### src/rtl/avsd_pll_lock_det.sv
// avsd_pll_lock_det
//   Lock detector for the avsd_pll_1v8 PLL. Runs on the PLL output clock,
//   measures CLK cycles per REF period and declares lock once the ratio
//   has held within MULT +/- TOL for LOCK_CNT consecutive windows.
// Ports
//   CLK       in   PLL output clock (only clock)
//   RST_N     in   asynchronous active-low reset
//   EN_VCO    in   PLL enable, synchronous level; low forces IDLE
//   REF       in   reference clock, asynchronous to CLK
//   LOCK      out  lock indication
//   CNT_VALID out  one-cycle pulse when a window count is published
//   MEAS_CNT  out  last published window count
//   FREQ_ERR  out  MEAS_CNT - MULT, two's complement, CW+1 bits
//   REF_LOST  out  sticky: no REF edge within 2^CW-1 cycles
module avsd_pll_lock_det #(
  parameter int unsigned MULT       = 8,
  parameter int unsigned TOL        = 1,
  parameter int unsigned LOCK_CNT   = 4,
  parameter int unsigned UNLOCK_CNT = 2,
  parameter int unsigned CW         = 8
) (
  input  logic                 CLK,
  input  logic                 RST_N,
  input  logic                 EN_VCO,
  input  logic                 REF,
  output logic                 LOCK,
  output logic                 CNT_VALID,
  output logic [CW-1:0]        MEAS_CNT,
  output logic signed [CW:0]   FREQ_ERR,
  output logic                 REF_LOST
);

  localparam int unsigned GW = $clog2(LOCK_CNT + 1);
  localparam int unsigned BW = $clog2(UNLOCK_CNT + 1);

  localparam logic [CW-1:0] CNT_MAX  = '1;
  localparam logic [CW:0]   MULT_X   = (CW+1)'(MULT);
  localparam logic [CW:0]   TOL_X    = (CW+1)'(TOL);
  localparam logic [GW-1:0] LOCK_N   = GW'(LOCK_CNT);
  localparam logic [BW-1:0] UNLOCK_N = BW'(UNLOCK_CNT);

  typedef enum logic [1:0] {
    ST_IDLE,
    ST_ACQUIRE,
    ST_TRACK,
    ST_LOCKED
  } state_e;

  state_e             state_q, state_d;
  logic               s1_q, s2_q, s3_q;
  logic [CW-1:0]      cnt_q, cnt_d;
  logic [GW-1:0]      good_q, good_d;
  logic [BW-1:0]      bad_q, bad_d;
  logic               lock_q, lock_d;
  logic               valid_q, valid_d;
  logic [CW-1:0]      meas_q, meas_d;
  logic signed [CW:0] ferr_q, ferr_d;
  logic               lost_q, lost_d;

  logic               ref_edge;
  logic [CW:0]        err_u;
  logic [CW:0]        abs_err;
  logic               win_good;
  logic [GW-1:0]      good_inc;
  logic [BW-1:0]      bad_inc;

  assign ref_edge = s2_q & ~s3_q;

  // Deviation of the pre-load count from the nominal ratio.
  assign err_u    = {1'b0, cnt_q} - MULT_X;
  assign abs_err  = err_u[CW] ? (MULT_X - {1'b0, cnt_q}) : err_u;
  assign win_good = (abs_err <= TOL_X);

  assign good_inc = (good_q == LOCK_N)   ? good_q : good_q + GW'(1);
  assign bad_inc  = (bad_q  == UNLOCK_N) ? bad_q  : bad_q  + BW'(1);

  always_ff @(posedge CLK or negedge RST_N) begin
    if (!RST_N) begin
      state_q <= ST_IDLE;
      s1_q    <= 1'b0;
      s2_q    <= 1'b0;
      s3_q    <= 1'b0;
      cnt_q   <= '0;
      good_q  <= '0;
      bad_q   <= '0;
      lock_q  <= 1'b0;
      valid_q <= 1'b0;
      meas_q  <= '0;
      ferr_q  <= '0;
      lost_q  <= 1'b0;
    end else begin
      state_q <= state_d;
      s1_q    <= REF;
      s2_q    <= s1_q;
      s3_q    <= s2_q;
      cnt_q   <= cnt_d;
      good_q  <= good_d;
      bad_q   <= bad_d;
      lock_q  <= lock_d;
      valid_q <= valid_d;
      meas_q  <= meas_d;
      ferr_q  <= ferr_d;
      lost_q  <= lost_d;
    end
  end

  always_comb begin
    state_d = state_q;
    good_d  = good_q;
    bad_d   = bad_q;
    lock_d  = lock_q;
    valid_d = 1'b0;
    meas_d  = meas_q;
    ferr_d  = ferr_q;
    lost_d  = lost_q;

    if (ref_edge) begin
      cnt_d = CW'(1);
    end else if (cnt_q != CNT_MAX) begin
      cnt_d = cnt_q + CW'(1);
    end else begin
      cnt_d = cnt_q;
    end

    if (!EN_VCO) begin
      state_d = ST_IDLE;
      cnt_d   = '0;
      good_d  = '0;
      bad_d   = '0;
      lock_d  = 1'b0;
      lost_d  = 1'b0;
    end else begin
      unique case (state_q)
        ST_IDLE: begin
          cnt_d   = '0;
          good_d  = '0;
          bad_d   = '0;
          lock_d  = 1'b0;
          state_d = ST_ACQUIRE;
        end
        ST_ACQUIRE: begin
          // First edge only arms the counter; no window is published.
          if (ref_edge) begin
            state_d = ST_TRACK;
          end
        end
        ST_TRACK, ST_LOCKED: begin
          // An edge on the saturation cycle takes priority over the timeout.
          if (ref_edge) begin
            valid_d = 1'b1;
            meas_d  = cnt_q;
            ferr_d  = $signed(err_u);
            if (win_good) begin
              lost_d = 1'b0;
            end
            if (state_q == ST_TRACK) begin
              if (win_good) begin
                if (good_inc == LOCK_N) begin
                  state_d = ST_LOCKED;
                  lock_d  = 1'b1;
                  good_d  = '0;
                  bad_d   = '0;
                end else begin
                  good_d = good_inc;
                end
              end else begin
                good_d = '0;
              end
            end else begin
              if (!win_good) begin
                if (bad_inc == UNLOCK_N) begin
                  state_d = ST_TRACK;
                  lock_d  = 1'b0;
                  good_d  = '0;
                  bad_d   = '0;
                end else begin
                  bad_d = bad_inc;
                end
              end else begin
                bad_d = '0;
              end
            end
          end else if (cnt_q == CNT_MAX) begin
            state_d = ST_ACQUIRE;
            lost_d  = 1'b1;
            lock_d  = 1'b0;
            good_d  = '0;
            bad_d   = '0;
          end
        end
        default: begin
          state_d = ST_IDLE;
        end
      endcase
    end
  end

  assign LOCK      = lock_q;
  assign CNT_VALID = valid_q;
  assign MEAS_CNT  = meas_q;
  assign FREQ_ERR  = ferr_q;
  assign REF_LOST  = lost_q;

endmodule

### config.mk
export PLATFORM = sky130hd
export DESIGN_NAME = avsd_pll_lock_det
export DESIGN_NICKNAME = d
export VERILOG_FILES = /design/src/rtl/avsd_pll_lock_det.sv
export SDC_FILE = /design/constraint.sdc
export NUM_CORES = 1
export LEC_CHECK = 0
export ABC_CLOCK_PERIOD_IN_PS = 5300
export BUFFER_PORTS_ARGS = -buffer_cell sky130_fd_sc_hd__buf_2
export CAP_MARGIN = 15
export CORE_MARGIN = 1
export CORE_UTILIZATION = 55
export CTS_BUF_LIST = sky130_fd_sc_hd__clkbuf_8
export CTS_CLUSTER_SIZE = 30
export DETAILED_ROUTE_END_ITERATION = 12
export PLACE_DENSITY = 0.76
export SKIP_CTS_REPAIR_TIMING = 1
export SLEW_MARGIN = 10
export SYNTH_ARGS = -nofsm -noshare
export SYNTH_HDL_FRONTEND = slang
export SYNTH_SLANG_ARGS = --single-unit
### constraint.sdc
create_clock -name CLK -period 5.3 [get_ports CLK]
set_input_delay 0.53 -clock CLK [delete_from_list [all_inputs] [get_ports CLK]]
set_output_delay 0.53 -clock CLK [all_outputs]
set_load 0.02 [all_outputs]
# After elaboration in Yosys (flattened, before gate mapping)
# Index checks and enable logic that the tools add are counted.
# totals
memories	0
romBits	0
latch_bits	0
output_inout_bits	20
reg_bits	38
word_cells	101
mem_bits_rw	0
in_bits	4
# op_classes
n_reduce_logical	8
n_mux	52
n_addsub	5
order_cmp	1
n_shift	0
n_bitwise	2
div_mod_pow	0
n_eq_ne	21
multipliers	0
# op_table
op	n
two-way mux 2 bit	18
two-way mux 8 bit	4
two-way mux 3 bit	9
!= test 5 bit (second input constant)	5
two-way mux 1 bit	16
AND reduction 6 bit	2
<= comparator 9 x 1 -> 1 bit (second input constant)	1
two-way mux 9 bit	1
subtractor 4 x 8 -> 9 bit (first input constant)	1
subtractor 8 x 4 -> 9 bit (second input constant)	1
adder 8 x 1 -> 8 bit (second input constant)	1
equality test 2 bit (second input constant)	4
equality test 8 bit (second input constant)	1
!= test 8 bit (second input constant)	1
AND reduction 4 bit	2
equality test 3 bit (second input constant)	2
!= test 3 x 1 -> 1 bit (second input constant)	2
one-hot mux 2 bit (3 select lines)	1
one-hot mux 3 bit (2 select lines)	1
AND reduction 3 bit	2
!= test 4 x 1 -> 1 bit (second input constant)	1
!= test 4 bit (second input constant)	1
one-hot mux 2 bit (2 select lines)	1
adder 3 x 1 -> 3 bit (second input constant)	1
10 further kinds	10

# Logic depth before layout (Yosys ltp)
# Gate-level depths: netlist (run 1).
# logic_depth
ltp_word	9
ltp_mapped	8

# Worst setup path after synthesis (run 1)
# Ideal clock, no wire load.
# synth_path
path_type	reg-to-reg
from	register cnt_q[4]
to	register lock_q (netlist: LOCK)
setup_ns	0.066
t_required_ns	5.234
path_slack_ns	3.388
path_stages_with_launch	8
arrival_time_ns	1.846
path_cell_list	dfrtp_1 > inv_1 > ha_1 > o31ai_4 > o2111ai_2 > a2111oi_4 > and4_1 > o32a_1
# synth_between
elab_chain_cells	5
elab_cells_between_ends	10
# synth_lines
element	line_no	source
start: declaration	51	logic [CW-1:0] cnt_q, cnt_d;
start signal: assignment	96	cnt_q <= cnt_d;
subtractor 8 x 4 -> 9 bit / subtractor 4 x 8 -> 9 bit (equally long branches)	70, 71	
two-way mux 9 bit	71	assign abs_err = err_u[CW] ? (MULT_X - {1'b0, cnt_q}) : err_u;
<= comparator 9 x 1 -> 1 bit	72	assign win_good = (abs_err <= TOL_X);
!= test 5 bit (no line)	--	
AND reduction 6 bit (no line) (*)	--	
end signal: assignment	99	lock_q <= lock_d;
end: declaration	54	logic lock_q, lock_d;
# Every way passes the cells marked *; elsewhere a longest branch is shown, timed or not.
# A chain may end at the register's enable or synchronous reset.

# Worst setup path in the final report (run 1)
# layout_path
from	register s2_q
to	register good_q[2]
# layout_between
elab_chain_cells	4
elab_cells_between_ends	8
# layout_lines
element	line_no	source
start: declaration	50	logic s1_q, s2_q, s3_q;
start signal: assignment	94	s2_q <= s1_q;
bitwise AND 1 bit (*)	67	assign ref_edge = s2_q & ~s3_q;
two-way mux 3 bit	149	if (ref_edge) begin
one-hot mux 3 bit (2 select lines)	133	unique case (state_q)
two-way mux 3 bit	125	if (!EN_VCO) begin
end signal: assignment	97	good_q <= good_d;
end: declaration	52	logic [GW-1:0] good_q, good_d;
# Marks and branches as above.

==> impl_metrics.toml, run 1 <==
[run_status]
status = "finished clean"

[cts]
clk_latency_ns = 0.29
clkTransAtPathRegs_ns = 0.07
cts_made_buffers = 5
clock_path_buffers = 2
cts_root_buf = "clkbuf_8"
cts_max_level = 2
numClockSinks = 35
cts_tree = "done"

[worst_hold_path]
min_path_type = "in2async"

[sta]
maxSlewHeadroom = 0.436
fmax_ghz = 0.422
hold_viol_final = 0
fin_crit_ns = 2.37
post-route-period-util = 0.448
finalSetupTns_ns = 0
rsz0062_at_grt = "false"
final-setup-viol-count = 0
tightestPinTransition_ns = 0.843
skew_ns = 0.00608
setup_ws_ns = 2.93
final-max-slew-violation-count = 0

[floorplanning]
core_um2 = 3340
dieWidth_um = 61.1
initial_utilization = 0.576
num_io_pins = 24
dieArea_um2 = 3730
rows = 21
fp.dieH_um = 61.1

[placement]
dp_hpwl_um = 2810
preCtsSetupSlack_ns = 2.88
gp_congestion = 0.812
io_buffers = 23

[yosys]
synthArstFlopShare = 1.00
synth_edf_count = 0
synth_fp_nets = 217
ys.warnings.count = 0
synth_ff_type = "dfrtp_1"
syn_area_um2 = 1920
yosysSeqAreaShare = 0.456
ys_ff_latch = 35
netlist_instances = 205
ys_types = 45
synth.avg_cell_area_um2 = 9.37

[cells_and_area]
final_common_cell = "dfrtp_1"
area_delta_synth_final_pct = 11.1
regArea_um2 = 876
fin_nets = 233
multi_input_area_um2 = 920
final_core_util = 0.640
antenna_cells = 0
nFillCells = 304
final_layout_size_suffix_gt1_frac = 0.180
layout_common_cells = "35 x dfrtp_1, 28 x nand2_1, 23 x buf_2"

[worst_setup_path]
critical_path_class = "reg2reg"
crit_required_ns = 5.50
cp_num_cells = 5
cp_slowest_stage_delay_ns = 0.64
critPathLaunchType = "flop"
crit_fanout = 26
critPathArrivalTime_ns = 2.57
crit_slowest_cell = "nand3_1"
cp_num_buf_inv = 1
worstRegToRegCells = 5
critical-path-top-delay-family = "simple AND/OR/NAND/NOR gates"
cp-end-kind = "flop"
path_cells = "nor2b_1, nand3_1, inv_1, a41oi_2, o22ai_1"

[grt]
grt_usage = 0.244
grt_pass1_wl_um = 6500
gr-total-overflow = 0
grt_antenna_before_repair = 0
grt_pass1_vias = 1431
grt_max_degree = 36

[detailed_routing]
top_layer = "met4"
first_pass_iters = 4
post_drt_wl_per_cell_um = 14.4
wl_met2_um = 1890
drt_iter0_drc = 95
m1WireLength_um = 1730
vias_per_cell = 5.71
postRouteAntennaNets = 0
wirelength_um = 3870
post-route-drc-count = 0
dr_wl_met3_um = 198
vias = 1531

[pwr]
peakVddDrop_v = 0.000197
power_density_nw_per_um2 = 293
power_leakage_nw = 0.981

[run]
cap_viol_max_count = 0
## power by group
group / total [mW] / internal (mW) / leakage [nW] / switching (mW)
clock: 0.246 / 0.152 / 0.0612 / 0.0937
sequential: 0.299 / 0.285 / 0.468 / 0.0140
combinational: 0.0800 / 0.0267 / 0.452 / 0.0533
total: 0.625 / 0.464 / 0.981 / 0.161
## path summary, 6_finish.rpt
kind / from / end / slack, ns
setup / recovery: s2_q / good_q[2] / 2.93
hold / removal: RST_N / MEAS_CNT[6] / 0.31
setup reg to reg: s2_q / good_q[2] / 2.93
hold reg to reg: s1_q / s2_q / 0.35
max in group asynchronous: RST_N / cnt_q[3] / 4.50
min in group CLK: REF / s1_q / 0.35
## layout make-up
class                   instances  area share
clock buffers                   6      0.0387
clock inverters                 2      0.0164
well taps                      46      0.0270
inverters                      13      0.0229
flip-flops and latches         35       0.410
multi-input cells             143       0.431
repair buffers                 23      0.0539
## stage by stage
stage	hold slack, ns	total power, mW	cells	area, um2
floorplan	0.234	0.356	205	1920
global placement	0.343	0.382	260	2020
detailed placement	0.336	0.385	260	2020
CTS	0.326	0.633	268	2130
global route	0.331	0.656	268	2130
finish	0.309	0.625	268	2130
## cells by family after synthesis
| group | after synthesis | synth area share |
|---|---|---|
| AOI/OAI and AO/OA | 56 | 0.215 |
| xor gates and xnor gates | 3 | 0.0137 |
| adders and majority gates | 8 | 0.0521 |
| buffers and inverters | 27 | 0.0657 |
| DFF | 35 | 0.456 |
| and+or+nand+nor | 76 | 0.198 |
## sequential cells by signal, indices dropped and copies added, names as in the netlist, 2 cells and up
| register | cells |
|---|---|
| FREQ_ERR | 6 |
| MEAS_CNT | 8 |
| cnt_q | 8 |
| state_q | 2 |
| bad_q | 2 |
| good_q | 3 |
## Yosys cell counts (all sizes together) (2+ instances only)
master / instances / area [um2]
nand2b: 7 / 43.8
nor2: 15 / 56.3
o22ai: 3 / 18.8
ha: 8 / 100
nand2: 28 / 105
and4: 3 / 26.3
o31ai: 2 / 28.8
o21ai: 15 / 75.1
a31oi: 3 / 18.8
o2111ai: 2 / 23.8
a32o: 2 / 20.0
buf: 9 / 58.8
nand4: 3 / 18.8
a41oi: 2 / 25.0
nand3: 5 / 25.0
a21boi: 2 / 15.0
a21oi: 12 / 60.1
a211oi: 4 / 30.0
nor3: 5 / 30.0
xnor2: 3 / 26.3
clkbuf: 5 / 18.8
dfrtp: 35 / 876
and3: 5 / 31.3
inv: 13 / 48.8
## metal layers
| metal | GRT usage | vias up |
|---|---|---|
| met3 | 0.0567 | 5 |
| met5 | 0 | - |
| met4 | 0.0877 | 0 |
| met1 | 0.311 | 719 |
| li1 | - | 758 |
| met2 | 0.407 | 49 |
No activity file was read; power rests on OpenSTA's default activity.
==> inputs of run 2 (changes only) <==
Settings changed: ABC_CLOCK_PERIOD_IN_PS 5300 to 2350.
Clock period 5.3 ns to 2.35 ns, I/O delays scaled along.
==> run 2 against run 1 <==
Against the previous run: clock power rose by 64%; core utilization is 0.19 points lower; die area stayed put; register-to-register slack worse by 2.7 ns; fmax increased by 11%; hold slack got worse by 0.29 ns; count of clock-buffer cells in the layout shrank 1; via count rose by 3.9%; worst setup slack lost 2.7 ns; clock skew hardly changed.
==> impl_metrics.toml, run 2 (same netlist as run 1, synthesis figures left out) <==
[cts]
clkTransAtPathRegs_ns = 0.07
cts_tree = "done"
clk_latency_ns = 0.28
cts_max_level = 2
numClockSinks = 35
cts_root_buf = "clkbuf_8"
cts_made_buffers = 5
clock_path_buffers = 2

[worst_setup_path]
rr_endpoint = "bad_q[1]"
critPathLaunchType = "flop"
worstRegToRegCells = 7
cp-startpoint = "cnt_q[4]"
critical-path-top-delay-family = "compound AO/OA/AOI/OAI gates"
cp_num_cells = 7
path_cells = "inv_1, ha_1, o31ai_4, o2111ai_2, a2111oi_4, a211oi_1, o21a_1"
r2r-start = "cnt_q[4]"
critPathArrivalTime_ns = 2.31
cp_num_buf_inv = 1
critical_path_class = "reg2reg"
crit_fanout = 6
crit_required_ns = 2.52
cp-end-kind = "flop"
r2r_slack_ns = 0.21
critPathCapture = "bad_q[1]"
cp_slowest_stage_delay_ns = 0.49
crit_slowest_cell = "dfrtp_1"

[floorplanning]
initial_utilization = 0.576
fp.dieH_um = 61.1
dieWidth_um = 61.1
core_um2 = 3340
num_io_pins = 24
dieArea_um2 = 3730
rows = 21

[pwr]
power_leakage_nw = 0.990
peakVddDrop_v = 0.000448
power_mw = 1.26
power_density_nw_per_um2 = 590

[sta]
hold_viol_final = 0
tightestPinTransition_ns = 0.773
final-max-slew-violation-count = 0
skew_ns = 0.00566
final-setup-viol-count = 0
fmax_ghz = 0.468
post-route-period-util = 0.909
finalSetupTns_ns = 0
rsz0062_at_grt = "false"
maxSlewHeadroom = 0.484
fin_crit_ns = 2.14

[cells_and_area]
final_common_cell = "dfrtp_1"
layout_common_cells = "35 x dfrtp_1, 28 x nand2_1, 23 x buf_2"
antenna_cells = 0
fin_nets = 237
area_delta_synth_final_pct = 10.7
nFillCells = 290
final_layout_size_suffix_gt1_frac = 0.186

[placement]
gp_congestion = 0.839
dp_hpwl_um = 2840
io_buffers = 23

[detailed_routing]
vias = 1590
post_drt_wl_per_cell_um = 14.9
post-route-drc-count = 0
postRouteAntennaNets = 0
wirelength_um = 4050
vias_per_cell = 5.85
drt_iter0_drc = 86
first_pass_iters = 4

[grt]
grt_pass1_vias = 1502
grt_antenna_before_repair = 0
grt_pass1_wl_um = 6820
grt_usage = 0.253
grt_max_degree = 36
gr-total-overflow = 0

[worst_hold_path]
min_path_type = "in2async"

[run]
cap_viol_max_count = 0

[run_status]
status = "finished clean"
## run 2: how the worst min path moves through the flow
stage / start / end
after CTS: RST_N / FREQ_ERR[6]
after global routing: REF / s1_q
final: RST_N / MEAS_CNT[6]
after global placement: RST_N / MEAS_CNT[6]
after detailed placement: s1_q / s2_q
after floorplan: RST_N / CNT_VALID
## run 2: report_power, final
| part | total [mW] | switching (mW) | internal [mW] |
|---|---|---|---|
| combinational | 0.181 | 0.121 | 0.0608 |
| clock | 0.403 | 0.204 | 0.199 |
| sequential | 0.672 | 0.0291 | 0.643 |
| total | 1.26 | 0.353 | 0.903 |
## run 2: final cells by class
type	count	area, um2	share of cell area
clock inverters	3	12.5	0.00588
inverters	13	48.8	0.0229
repair buffers	27	145	0.0682
flip-flops and latches	35	876	0.412
well taps	46	57.6	0.0270
clock buffers	5	68.8	0.0323
multi-input cells	143	920	0.432
## run 2: stage by stage
step | worst slack, ns | hold slack (ns) | instances | utilization | instance area [um2]
2_1_floorplan | 0.438 | -0.0606 | 205 | - | 1920
3_3_place_gp | 0.350 | 0.335 | 264 | 0.613 | 2050
3_5_place_dp | 0.249 | 0.338 | 264 | 0.613 | 2050
4_1_cts | 0.221 | 0.0471 | 272 | 0.638 | 2130
5_1_grt | 0.0698 | 0.0505 | 272 | 0.638 | 2130
6_report | 0.213 | 0.0221 | 272 | 0.638 | 2130
## run 2: metal layers
layer | global-route usage | routed length [um] | vias up | part of all wire
li1 | - | - | 768 | -
met1 | 0.344 | 1820 | 765 | 0.45
met2 | 0.384 | 1950 | 50 | 0.48
met3 | 0.0651 | 212 | 7 | 0.052
met4 | 0.110 | 63 | 0 | 0.016
met5 | 0 | 0 | - | 0
